`src/rtl/store_capture_ctrl.sv`:
```
// rtl/store_capture_ctrl.sv - harness-side run controller and store-capture FIFO for the core
// Starts a run, queues windowed stores, and reports a pass/fail verdict on the done store.
module store_capture_ctrl #(
  parameter int          DEPTH      = 8,
  parameter logic [31:0] CAP_BASE   = 32'h0000_0040,
  parameter int          CAP_WORDS  = 16,
  parameter logic [31:0] DONE_ADDR  = 32'h0000_0064,
  parameter logic [31:0] PASS_VALUE = 32'h0000_0007,
  parameter int          TIMEOUT    = 4096
) (
  input  logic        clk,
  input  logic        reset,
  input  logic        go,
  output logic        start,
  input  logic        MemWrite,
  input  logic [31:0] DataAdr,
  input  logic [31:0] WriteData,
  output logic        rd_valid,
  input  logic        rd_ready,
  output logic [31:0] rd_addr,
  output logic [31:0] rd_data,
  output logic        done,
  output logic        pass,
  output logic        overflow,
  output logic        timeout
);

  localparam int          AW       = $clog2(DEPTH);
  localparam logic [32:0] CAP_END  = {1'b0, CAP_BASE} + 33'(4 * CAP_WORDS);
  localparam logic [31:0] CNT_LAST = 32'(TIMEOUT - 1);
  localparam logic [AW:0] FULL_CNT = (AW + 1)'(DEPTH);

  typedef enum logic [1:0] {S_IDLE, S_RUN, S_DRAIN, S_DONE} state_t;

  state_t      state_q, state_d;
  logic [31:0] cnt_q, cnt_d;
  logic        pass_q, pass_d;
  logic        ovf_q, ovf_d;
  logic        tmo_q, tmo_d;
  logic [AW:0] wr_ptr_q, wr_ptr_d;
  logic [AW:0] rd_ptr_q, rd_ptr_d;
  logic [63:0] mem_q [DEPTH];

  logic [AW:0] count;
  logic        empty, full, in_win, is_done, capture, pop, push;

  // Pointers carry one extra bit so full and empty are distinguishable.
  assign count   = wr_ptr_q - rd_ptr_q;
  assign empty   = (count == '0);
  assign full    = (count == FULL_CNT);
  assign in_win  = (DataAdr[1:0] == 2'b00) && (DataAdr >= CAP_BASE)
                   && ({1'b0, DataAdr} < CAP_END);
  assign is_done = (DataAdr == DONE_ADDR);
  assign capture = (state_q == S_RUN) && MemWrite && (in_win || is_done);
  assign pop     = !empty && rd_ready;
  assign push    = capture && (!full || pop);

  always_comb begin
    state_d  = state_q;
    cnt_d    = cnt_q;
    pass_d   = pass_q;
    ovf_d    = ovf_q;
    tmo_d    = tmo_q;
    wr_ptr_d = wr_ptr_q;
    rd_ptr_d = rd_ptr_q;

    case (state_q)
      S_IDLE: begin
        if (go) state_d = S_RUN;
      end
      S_RUN: begin
        cnt_d = cnt_q + 32'd1;
        // A done store in the final counted cycle beats the timeout.
        if (MemWrite && is_done) begin
          pass_d  = (WriteData == PASS_VALUE);
          state_d = S_DRAIN;
        end else if (cnt_q == CNT_LAST) begin
          tmo_d   = 1'b1;
          pass_d  = 1'b0;
          state_d = S_DRAIN;
        end
      end
      S_DRAIN: begin
        if (empty) state_d = S_DONE;
      end
      S_DONE: begin
        state_d = S_DONE;
      end
      default: state_d = S_IDLE;
    endcase

    if (capture && full && !pop) ovf_d = 1'b1;
    if (push) wr_ptr_d = wr_ptr_q + 1'b1;
    if (pop)  rd_ptr_d = rd_ptr_q + 1'b1;
  end

  always_ff @(posedge clk) begin
    if (reset) begin
      state_q  <= S_IDLE;
      cnt_q    <= '0;
      pass_q   <= 1'b0;
      ovf_q    <= 1'b0;
      tmo_q    <= 1'b0;
      wr_ptr_q <= '0;
      rd_ptr_q <= '0;
    end else begin
      state_q  <= state_d;
      cnt_q    <= cnt_d;
      pass_q   <= pass_d;
      ovf_q    <= ovf_d;
      tmo_q    <= tmo_d;
      wr_ptr_q <= wr_ptr_d;
      rd_ptr_q <= rd_ptr_d;
    end
  end

  always_ff @(posedge clk) begin
    if (!reset && push) mem_q[wr_ptr_q[AW-1:0]] <= {DataAdr, WriteData};
  end

  assign start    = (state_q == S_RUN);
  assign done     = (state_q == S_DONE);
  assign rd_valid = !empty;
  assign rd_addr  = mem_q[rd_ptr_q[AW-1:0]][63:32];
  assign rd_data  = mem_q[rd_ptr_q[AW-1:0]][31:0];
  assign pass     = pass_q;
  assign overflow = ovf_q;
  assign timeout  = tmo_q;

endmodule

```
`config.mk`:
```
export PLATFORM = sky130hd
export DESIGN_NAME = store_capture_ctrl
export DESIGN_NICKNAME = d
export VERILOG_FILES = /design/src/rtl/store_capture_ctrl.sv
export SDC_FILE = /design/constraint.sdc
export NUM_CORES = 1
export LEC_CHECK = 0
export CAP_MARGIN = 20
export CORE_MARGIN = 2
export CORE_UTILIZATION = 45
export CTS_BUF_LIST = sky130_fd_sc_hd__clkbuf_2
export CTS_CLUSTER_DIAMETER = 60
export DETAILED_ROUTE_END_ITERATION = 16
export SETUP_SLACK_MARGIN = 0.5
export SLEW_MARGIN = 25
export SYNTH_ARGS = -nofsm -noshare
export SYNTH_HDL_FRONTEND = slang
export SYNTH_SLANG_ARGS = --single-unit
```
`constraint.sdc`:
```
create_clock -name clk -period 31.9 [get_ports clk]
set_input_delay 9.57 -clock clk [delete_from_list [all_inputs] [get_ports clk]]
set_output_delay 9.57 -clock clk [all_outputs]
set_load 0.05 [all_outputs]
```
Word level (Yosys, flattened, before mapping)
Memories as Yosys holds them, arrays and structs flattened. A register that Yosys moved wholly into a read port is not among the register bits.
Cells that the tools add are included.
{"block": "classes", "n_bitwise": 1, "n_reduce_logical": 23, "n_lt_le_gt_ge": 2, "eq_ne": 10, "n_mux": 11, "n_addsub": 4}
{"operator": "$add A32 B1 Y32 const B", "n": 1}
{"operator": "$eq A32 B12 Y1 const B", "n": 1}
{"operator": "$eq A32 B3 Y1 const B", "n": 1}
{"operator": "$eq A32 B7 Y1 const B", "n": 1}
{"operator": "$ge A32 B7 Y1 const B", "n": 1}
{"operator": "$lt A32 B8 Y1 const B", "n": 1}
{"operator": "$logic_and A1 B1 Y1", "n": 10}
{"operator": "$add A4 B1 Y4 const B", "n": 2}
{"operator": "$mux W2", "n": 4}
{"operator": "$pmux W2 S4", "n": 1}
{"operator": "$mux W3", "n": 2}
{"operator": "$reduce_and A3 Y1", "n": 2}
{"operator": "$eq A2 B2 Y1 const B", "n": 2}
{"operator": "$eq A4 B4 Y1 const B", "n": 1}
{"operator": "$logic_not A1 Y1", "n": 4}
{"operator": "$logic_not A2 Y1", "n": 2}
{"operator": "$logic_not A4 Y1", "n": 1}
{"operator": "$mux W1", "n": 4}
{"operator": "$ne A2 B2 Y1 const B", "n": 2}
{"operator": "$sub A4 B4 Y4", "n": 1}
{"operator": "$ne A3 B1 Y1 const B", "n": 1}
{"operator": "$eq A2 B1 Y1 const B", "n": 1}
{"operator": "$logic_or A1 B1 Y1", "n": 2}
{"operator": "$reduce_and A2 Y1", "n": 1}
{"operator": "2 further kinds", "n": 2}
{"block": "word_totals", "out_inout_bits": 70, "register_bits": 45, "n_memories": 1, "ram_bits": 512, "input_bits": 69, "wordCells": 59}
{"name": "mem_q", "words": 8, "width": 64, "rd": 1, "rd_ports_with_merged_regs": 1, "write_ports": 1, "line": "42", "text": "logic [63:0] mem_q [DEPTH];"}

Longest topological paths before layout
Gate-level depths: netlist of the first run.
{"block": "logic_depth", "word_depth": 9, "mapped_depth": 7, "mapped_depth_nobuf": 7}

Least setup slack after synthesis of the first run
OpenSTA, ideal clock, no wires.
{"block": "synth_timing", "kind": "in2reg", "from": "input port DataAdr[28]", "to": "memory mem_q[0][0] (enable)", "path_slack_ns": 13.796, "arrival_time_ns": 17.438, "setup_ns": 0.666, "path_stages": 5, "path_buffers": 0, "required_time_ns": 31.234, "path_cell_list": "or4_1 nor4_4 and3_1 nand2_1 nor4b_1"}
{"block": "synth_via", "elab_chain_cells": 9, "elab_cells_between_ends": 11, "cone_classes": "2 x order compare; 1 x eq/ne; 2 x mux; 6 x reduce/logical"}
{"element": "start: declaration", "line": "16", "text": "input logic [31:0] DataAdr,"}
{"element": "$ge A32 B7 Y1", "line": "51", "text": "assign in_win = (DataAdr[1:0] == 2'b00) && (DataAdr >= CAP_BASE)"}
{"element": "$logic_and A1 B1 Y1", "line": "51"}
{"element": "$logic_and A1 B1 Y1", "line": "52", "text": "&& ({1'b0, DataAdr} < CAP_END);"}
{"element": "$logic_or A1 B1 Y1 *", "line": "54", "text": "assign capture = (state_q == S_RUN) && MemWrite && (in_win || is_done);"}
{"element": "$logic_and A1 B1 Y1 *", "line": "54"}
{"element": "$logic_and A1 B1 Y1 *", "line": "56", "text": "assign push = capture && (!full || pop);"}
{"element": "$logic_and A1 B1 Y1 *", "line": "118", "text": "if (!reset && push) mem_q[wr_ptr_q[AW-1:0]] <= {DataAdr, WriteData};"}
{"element": "$mux W1 *", "line": "118"}
{"element": "$mux W1 (not written as such) *", "line": "118"}
{"element": "end: declaration", "line": "42"}
Every way passes the cells marked *; elsewhere a longest branch is shown, timed or not.

==> results.txt, run 1 <==
# Post-CTS Setup Buffers = 0
nets@finish = 1383
DRC viols = 0
drt total wl = 45.80 mm
max-slew violation count = 0
Primary FF master, synth = edfxtp_1
routed vias = 11.03k
worst setup path class = flip-flop to output port
CTS sink count = 560
Final Skew = 0.08559 ns
period utilization = 44.69%
worst hold path stage count = 2
Reg clk slew, reported paths = 0.11 ns
Root Buffer = clkbuf_2
Critical Path AT = 4.69 ns
PwrDens = 51.11 nW/µm²
Die Ht = 223.7 µm
wire per inst = 22.62 µm
family with the most delay on the worst path = buffers and inverters
largest net degree at the start of global routing = 69
post-synth cell types = 46
critical path depth = 4
Hold Crit Class = flip-flop to flip-flop
clock latency on the worst-skew pair = 1.27 ns
min Tclk post-route = 14.26 ns
gr ovfl total = 0
Post-synth EDFFs = 512
sequential-to-total area share from yosys stat = 75.23%
Post-Syn Area = 21710 µm²
post-route ant nets = 0
area share of the largest cell type after synthesis = 70.81%
reg2reg setup slack = 27.91 ns
status = completed
CTS tree = done
CP Max Fanout = 68
RSZ-0062 raised after global routing = no
reg2reg path depth = 7
die area = 50020 µm²
Seq cells post-synth = 560
critical-path cell list = buf_4 > mux4_2 > mux2_2 > clkdlybuf4s50_1
setup slack after layout = 17.64 ns
Row Count = 80
Buf/Inv on CP = 2
clock tree buffer depth = 3
syn avg cell area = 20.64 µm²
via/cell ratio = 5.446
Fin Setup TNS = 0 ns
initial antenna violation count = 6
Area Growth Syn to Fin = 15.90%
first-pass GRT wire length = 69.76 mm
CP max-delay cell = dfxtp_4
CTS Buf Count = 142
worst path required time = 22.33 ns
Max IR drop VDD = 0.02377 mV
worst slew pin tran = 1.047 ns
number of gates resized after cts = 0
Tot GR Track Use = 19.08%
number of global-route vias before repair = 11.89k
leading area contributor after synthesis = edfxtp_1
pre-CTS WS = 18.08 ns
syn_nets = 1127
Slew Limit Headroom = 30.23%
I/O pin cnt = 139
Final Wtd Congestion = 0.7376
dpl hpwl = 24.84 mm
WHS = 0.4624 ns
Synth area leaders = edfxtp_1 (71%), mux4_2 (13%), dfxtp_1 (4.4%)
Critical Path Max Stage Delay = 0.97 ns
IO buf count = 138
startpoint types = flip-flop
leakage = 0.007863 µW
Ys Warns = 0
starting density of the core = 45.57%
Hold-fix buffers, CTS = 0
final hold violation count = 0
asr flop ratio synth = 0%
Final setup viols = 0
Worst setup EP type = output port
layout cell share with drive strength beyond 1 = 32.01%
depth of the CTS H-tree = 4
Initial DRT Pass Iterations = 5
Die X = 223.7 µm
Peak Freq = 70.14 MHz
max cap viols = 0
Iter 0 DRT Violations = 689
core area = 47650 µm²
Cells after Synth = 1052
==> power by group <==
group	internal [µW]	switching, µW	leakage, µW
combinational	8.65	13.8	0.00193
sequential	799	0.355	0.00499
clock	184	280	0.000947
==> worst register-to-register path: stages (launching register included) <==
cell and delay (ns):
dfxtp_1 0.57, ha_1 0.36, a21oi_1 0.18, a21oi_1 0.16, o2111ai_1 0.34, nand2_1 0.33
nor3_2 0.70, buf_4 0.90
==> synthesized netlist by cell type (6+ instances only) <==
cell type  number
buf_2          15
o21ai_0        10
nand4_1        13
dfxtp_1        48
inv_1          15
xnor2_1        19
nor4_1         22
nor3_1          9
or3_1           9
xor2_1         10
clkbuf_1       28
or4_1           6
nand2_1        18
a21oi_1        20
nand3_1        20
nor4b_1         6
ha_1            6
nor2_1         34
mux4_2        128
edfxtp_1      512
mux2_2         64
==> flip-flops by register name, summed over array words and instances (netlist names), named ones only <==
signal / count
mem_q: 512
cnt_q: 32
rd_ptr_q: 4
wr_ptr_q: 4
state_q: 2
overflow: 1
pass: 1
timeout: 1
==> layout by cell type, fill, tap and decap left out, types with 4 or more instances in the layout <==
cell type and count:
a21oi_1 20, and4_1 5, buf_4 17, clkbuf_2 197, clkdlybuf4s50_1 137, clkinv_1 27
clkinv_4 5, dfxtp_1 45, diode_2 4, edfxtp_1 512, ha_1 6, inv_1 15
inv_2 6, mux2_2 64, mux4_2 128, nand2_1 18, nand2b_1 5, nand3_1 20
nand4_1 13, nor2_1 34, nor3_1 6, nor4_1 18, nor4_2 4, nor4b_1 5
o21ai_0 10, or3_1 9, or4_1 6, xnor2_1 19, xor2_1 10
==> routing by layer <==
metal  wire, µm  share of wire (%)  global-route usage [%]
met1      19620                 43                   24.54
met2      22890                 50                   30.92
met3       2726                6.0                   6.335
met4        538                1.2                   6.000
met5         26              0.057                       0
==> worst paths after layout <==
check | end | from
worst min register to register | timeout$_SDFFE_PP0P_ | timeout$_SDFFE_PP0P_
worst min-delay path | timeout$_SDFFE_PP0P_ | timeout$_SDFFE_PP0P_
worst max-delay path | rd_data[5] | flip-flop
worst max register to register | mem_q[5][35]$_DFFE_PP_ | wr_ptr_q[2]$_SDFFE_PP0P_
==> through the flow <==
stage / area, µm² / total power, µW / util, % / std cells
floorplan: 21710 / 819.7 / - / 1052
global placement: 23860 / 837.6 / 50.08 / 1777
detailed placement: 23860 / 838.4 / 50.09 / 1777
CTS: 25110 / 1305 / 52.70 / 2019
global route: 25160 / 1344 / 52.81 / 2024
finish: 25170 / 1286 / 52.82 / 2025
==> cell type report <==
class	instances	area (µm²)
Timing Repair Buffer	158	1563
Clock buffer	197	985.9
Fill cell	3895	22480
Antenna cell	4	10.01
Multi-Input combinational cell	431	5176
Sequential cell	560	16350
Clock inverter	45	257.7
Tap cell	615	769.5
Inverter	15	56.30
==> logic make-up after synthesis <==
family,Yosys count,synth area share [%]
XOR/XNOR,29,1.170
buffers and inverters,61,1.141
AND/OR/NAND/NOR,167,4.506
multiplexers,192,16.60
AO/OA/AOI/OAI,37,1.008
adder cells (fa/ha/maj),6,0.3457
flip-flops,560,75.23
No activity file was read; power rests on OpenSTA's default activity.
==> run 2, diff against run 1 <==
--- a/config.mk
+++ b/config.mk
@@ -11,6 +11,7 @@
 export CTS_BUF_LIST = sky130_fd_sc_hd__clkbuf_2
 export CTS_CLUSTER_DIAMETER = 60
 export DETAILED_ROUTE_END_ITERATION = 16
+export PLACE_DENSITY = 0.66
 export SETUP_SLACK_MARGIN = 0.5
 export SLEW_MARGIN = 25
 export SYNTH_ARGS = -nofsm -noshare
==> constraint.sdc (replaced) <==
create_clock -name clk -period 12 [get_ports clk]
set_input_delay 3.6 -clock clk [delete_from_list [all_inputs] [get_ports clk]]
set_output_delay 3.6 -clock clk [all_outputs]
set_load 0.05 [all_outputs]
==> run 2 against run 1 <==
  * Final cell count fell by 1.2%
  * Utilization shrank 0.27 points
  * Non-clock buffer count rose by 2
  * Hold slack worse by 0.0020 ns
  * Critical path depth up 1
  * Routed wire length down 3.4%
  * Cell area decreased by 0.50%
  * Sequential share of layout area is 0.33 points higher
  * Sequential power grew to 2.7 times the previous value
  * Critical path type unchanged
==> results.txt, run 2 (synthesized netlist as in run 1, its figures left out) <==
CTS Buf Count = 142 (unchanged)
depth of the CTS H-tree = 4 (unchanged)
DRC viols = 0 (unchanged)
CP Max Fanout = 71 (+4.4%)
GR peak layer = met2
first-pass GRT wire length = 68.05 mm (-2.4%)
Peak Freq = 126.3 MHz
die area = 50020 µm² (unchanged)
worst slew pin tran = 0.8611 ns (-0.1854 ns)
max reg flops = 512 (unchanged)
gr ovfl total = 0 (unchanged)
initial antenna violation count = 4 (-2)
Final Wtd Congestion = 0.7693 (+4.3%)
leakage = 0.007784 µW (-0.99%)
# Post-CTS Setup Buffers = 0 (unchanged)
Max IR drop VDD = 0.05841 mV (+150%)
Initial DRT Pass Iterations = 6 (+1)
startpoint types = flip-flop
Root Buffer = clkbuf_2
Area Growth Syn to Fin = 15.32%
clock tree buffer depth = 3 (unchanged)
setup slack after layout = 4.080 ns (-13.56 ns)
global-route met3 utilization = 4.788% (-1.5 points)
met2 Use GR = 29.57% (-1.3 points)
min Tclk post-route = 7.920 ns
pre-CTS WS = 4.785 ns (-13.30 ns)
CTS sink count = 560 (unchanged)
I/O pin cnt = 139 (unchanged)
Die X = 223.7 µm (unchanged)
Tot GR Track Use = 18.27% (-0.81 points)
Final setup viols = 0 (unchanged)
CTS tree = done
met1 usage = 24.02% (-0.52 points)
CP max-delay cell = buf_4
hold_sp = timeout$_SDFFE_PP0P_
number of global-route vias before repair = 11.86k (-0.21%)
wire per inst = 22.13 µm (-2.2%)
starting density of the core = 45.57% (unchanged)
Hold Crit Class = flip-flop to flip-flop
layout cell share with drive strength beyond 1 = 30.85% (-1.2 points)
period utilization = 66.00%
max cap viols = 0 (unchanged)
post-route ant nets = 0 (unchanged)
worst path required time = 8.40 ns (-13.93 ns)
Final Skew = 0.07327 ns (-0.01232 ns)
worst setup path class = flip-flop to output port
max-slew violation count = 0 (unchanged)
number of gates resized after cts = 0 (unchanged)
most common cell after layout, fill and taps aside = edfxtp_1
clock latency on the worst-skew pair = 1.09 ns (-0.18 ns)
Hold-fix buffers, CTS = 0 (unchanged)
nets@finish = 1385 (+0.14%)
RSZ-0062 raised after global routing = no
Worst setup EP type = output port
largest net degree at the start of global routing = 84 (+22%)
Fin Setup TNS = 0 ns (unchanged)
Critical Path AT = 4.32 ns (-0.37 ns)
most frequent cells in the layout = edfxtp_1 (512), clkbuf_2 (180), clkdlybuf4s50_1 (137)
Filler cells = 3841 (-1.4%)
routed vias = 11.02k (-0.12%)
status = completed
Row Count = 80 (unchanged)
Slew Limit Headroom = 42.59% (+12 points)
dpl hpwl = 24.49 mm (-1.4%)
Die Ht = 223.7 µm (unchanged)
PwrDens = 133.0 nW/µm² (+160%)
critical-path cell list = buf_6 > buf_4 > mux4_2 > mux2_2 > clkdlybuf4s50_1
Reg clk slew, reported paths = 0.08 ns (-0.03 ns)
Iter 0 DRT Violations = 726 (+5.4%)
reg-to-reg startpoint = wr_ptr_q[2]$_SDFFE_PP0P_
via/cell ratio = 5.508 (+1.1%)
Critical Path Max Stage Delay = 0.81 ns (-0.16 ns)
final hold violation count = 0 (unchanged)
IO buf count = 138 (unchanged)
drt total wl = 44.26 mm (-3.4%)
core area = 47650 µm² (unchanged)
[run 2: cell types whose count changed in the layout (fill, tap and decap cells not counted)]
cell and change:
clkbuf_2 -17, clkinvlp_4 -2, nor4b_4 +1, buf_6 +2, clkinv_4 -5, diode_2 -3
inv_2 -2, clkinv_1 +1, clkinv_2 +1, buf_12 +1, buf_16 -1, nor4b_2 -1
[run 2: area by class of cell]
type	instances	area, µm²	share of cell area, %
sequential	560	16350	65.29
multi-input combinational	431	5185	20.71
timing repair buffer	160	1578	6.301
clock buffer	180	900.9	3.598
tap	615	769.5	3.073
clock inverter	38	200.2	0.7995
inverter	15	56.30	0.2249
antenna	1	2.502	0.009994
[run 2: power by group]
group	switching, µW	internal [µW]
registers	0.958	2120
logic	37.4	23.0
clock network	698	446
total	737	2590
[run 2: through the flow]
| step | cell area [µm²] | std cells | hold WS [ns] | util, % | total power, µW |
|---|---|---|---|---|---|
| 2_1_floorplan | 21720 | 1052 | 0.4583 | - | 2179 |
| 3_3_place_gp | 23900 | 1780 | 0.4419 | 50.17 | 2227 |
| 3_5_place_dp | 23920 | 1780 | 0.4414 | 50.19 | 2229 |
| 4_1_cts | 25020 | 1998 | 0.4605 | 52.51 | 3374 |
| 5_1_grt | 25040 | 2000 | 0.4718 | 52.55 | 3476 |
| 6_report | 25040 | 2000 | 0.4604 | 52.55 | 3329 |
[run 2: worst max-delay path, delay by kind of cell (launching register included)]
family   cells  cell delay [ns]
flops        1             0.34
mux          2             0.75
buf+inv      3             2.12
[run 2: worst paths after layout]
check,endpoint,slack (ns),cells past startpoint
min,timeout$_SDFFE_PP0P_,0.46,2
min reg2reg,timeout$_SDFFE_PP0P_,0.46,2
max,rd_data[3],4.08,5
max reg2reg,mem_q[4][22]$_DFFE_PP_,8.51,7
[run 2: metal layers]
metal / up-vias / share of wire, %
li1: 4948 / -
met1: 5687 / 43
met2: 306 / 49
met3: 69 / 6.0
met4: 6 / 1.7
met5: - / 0.079
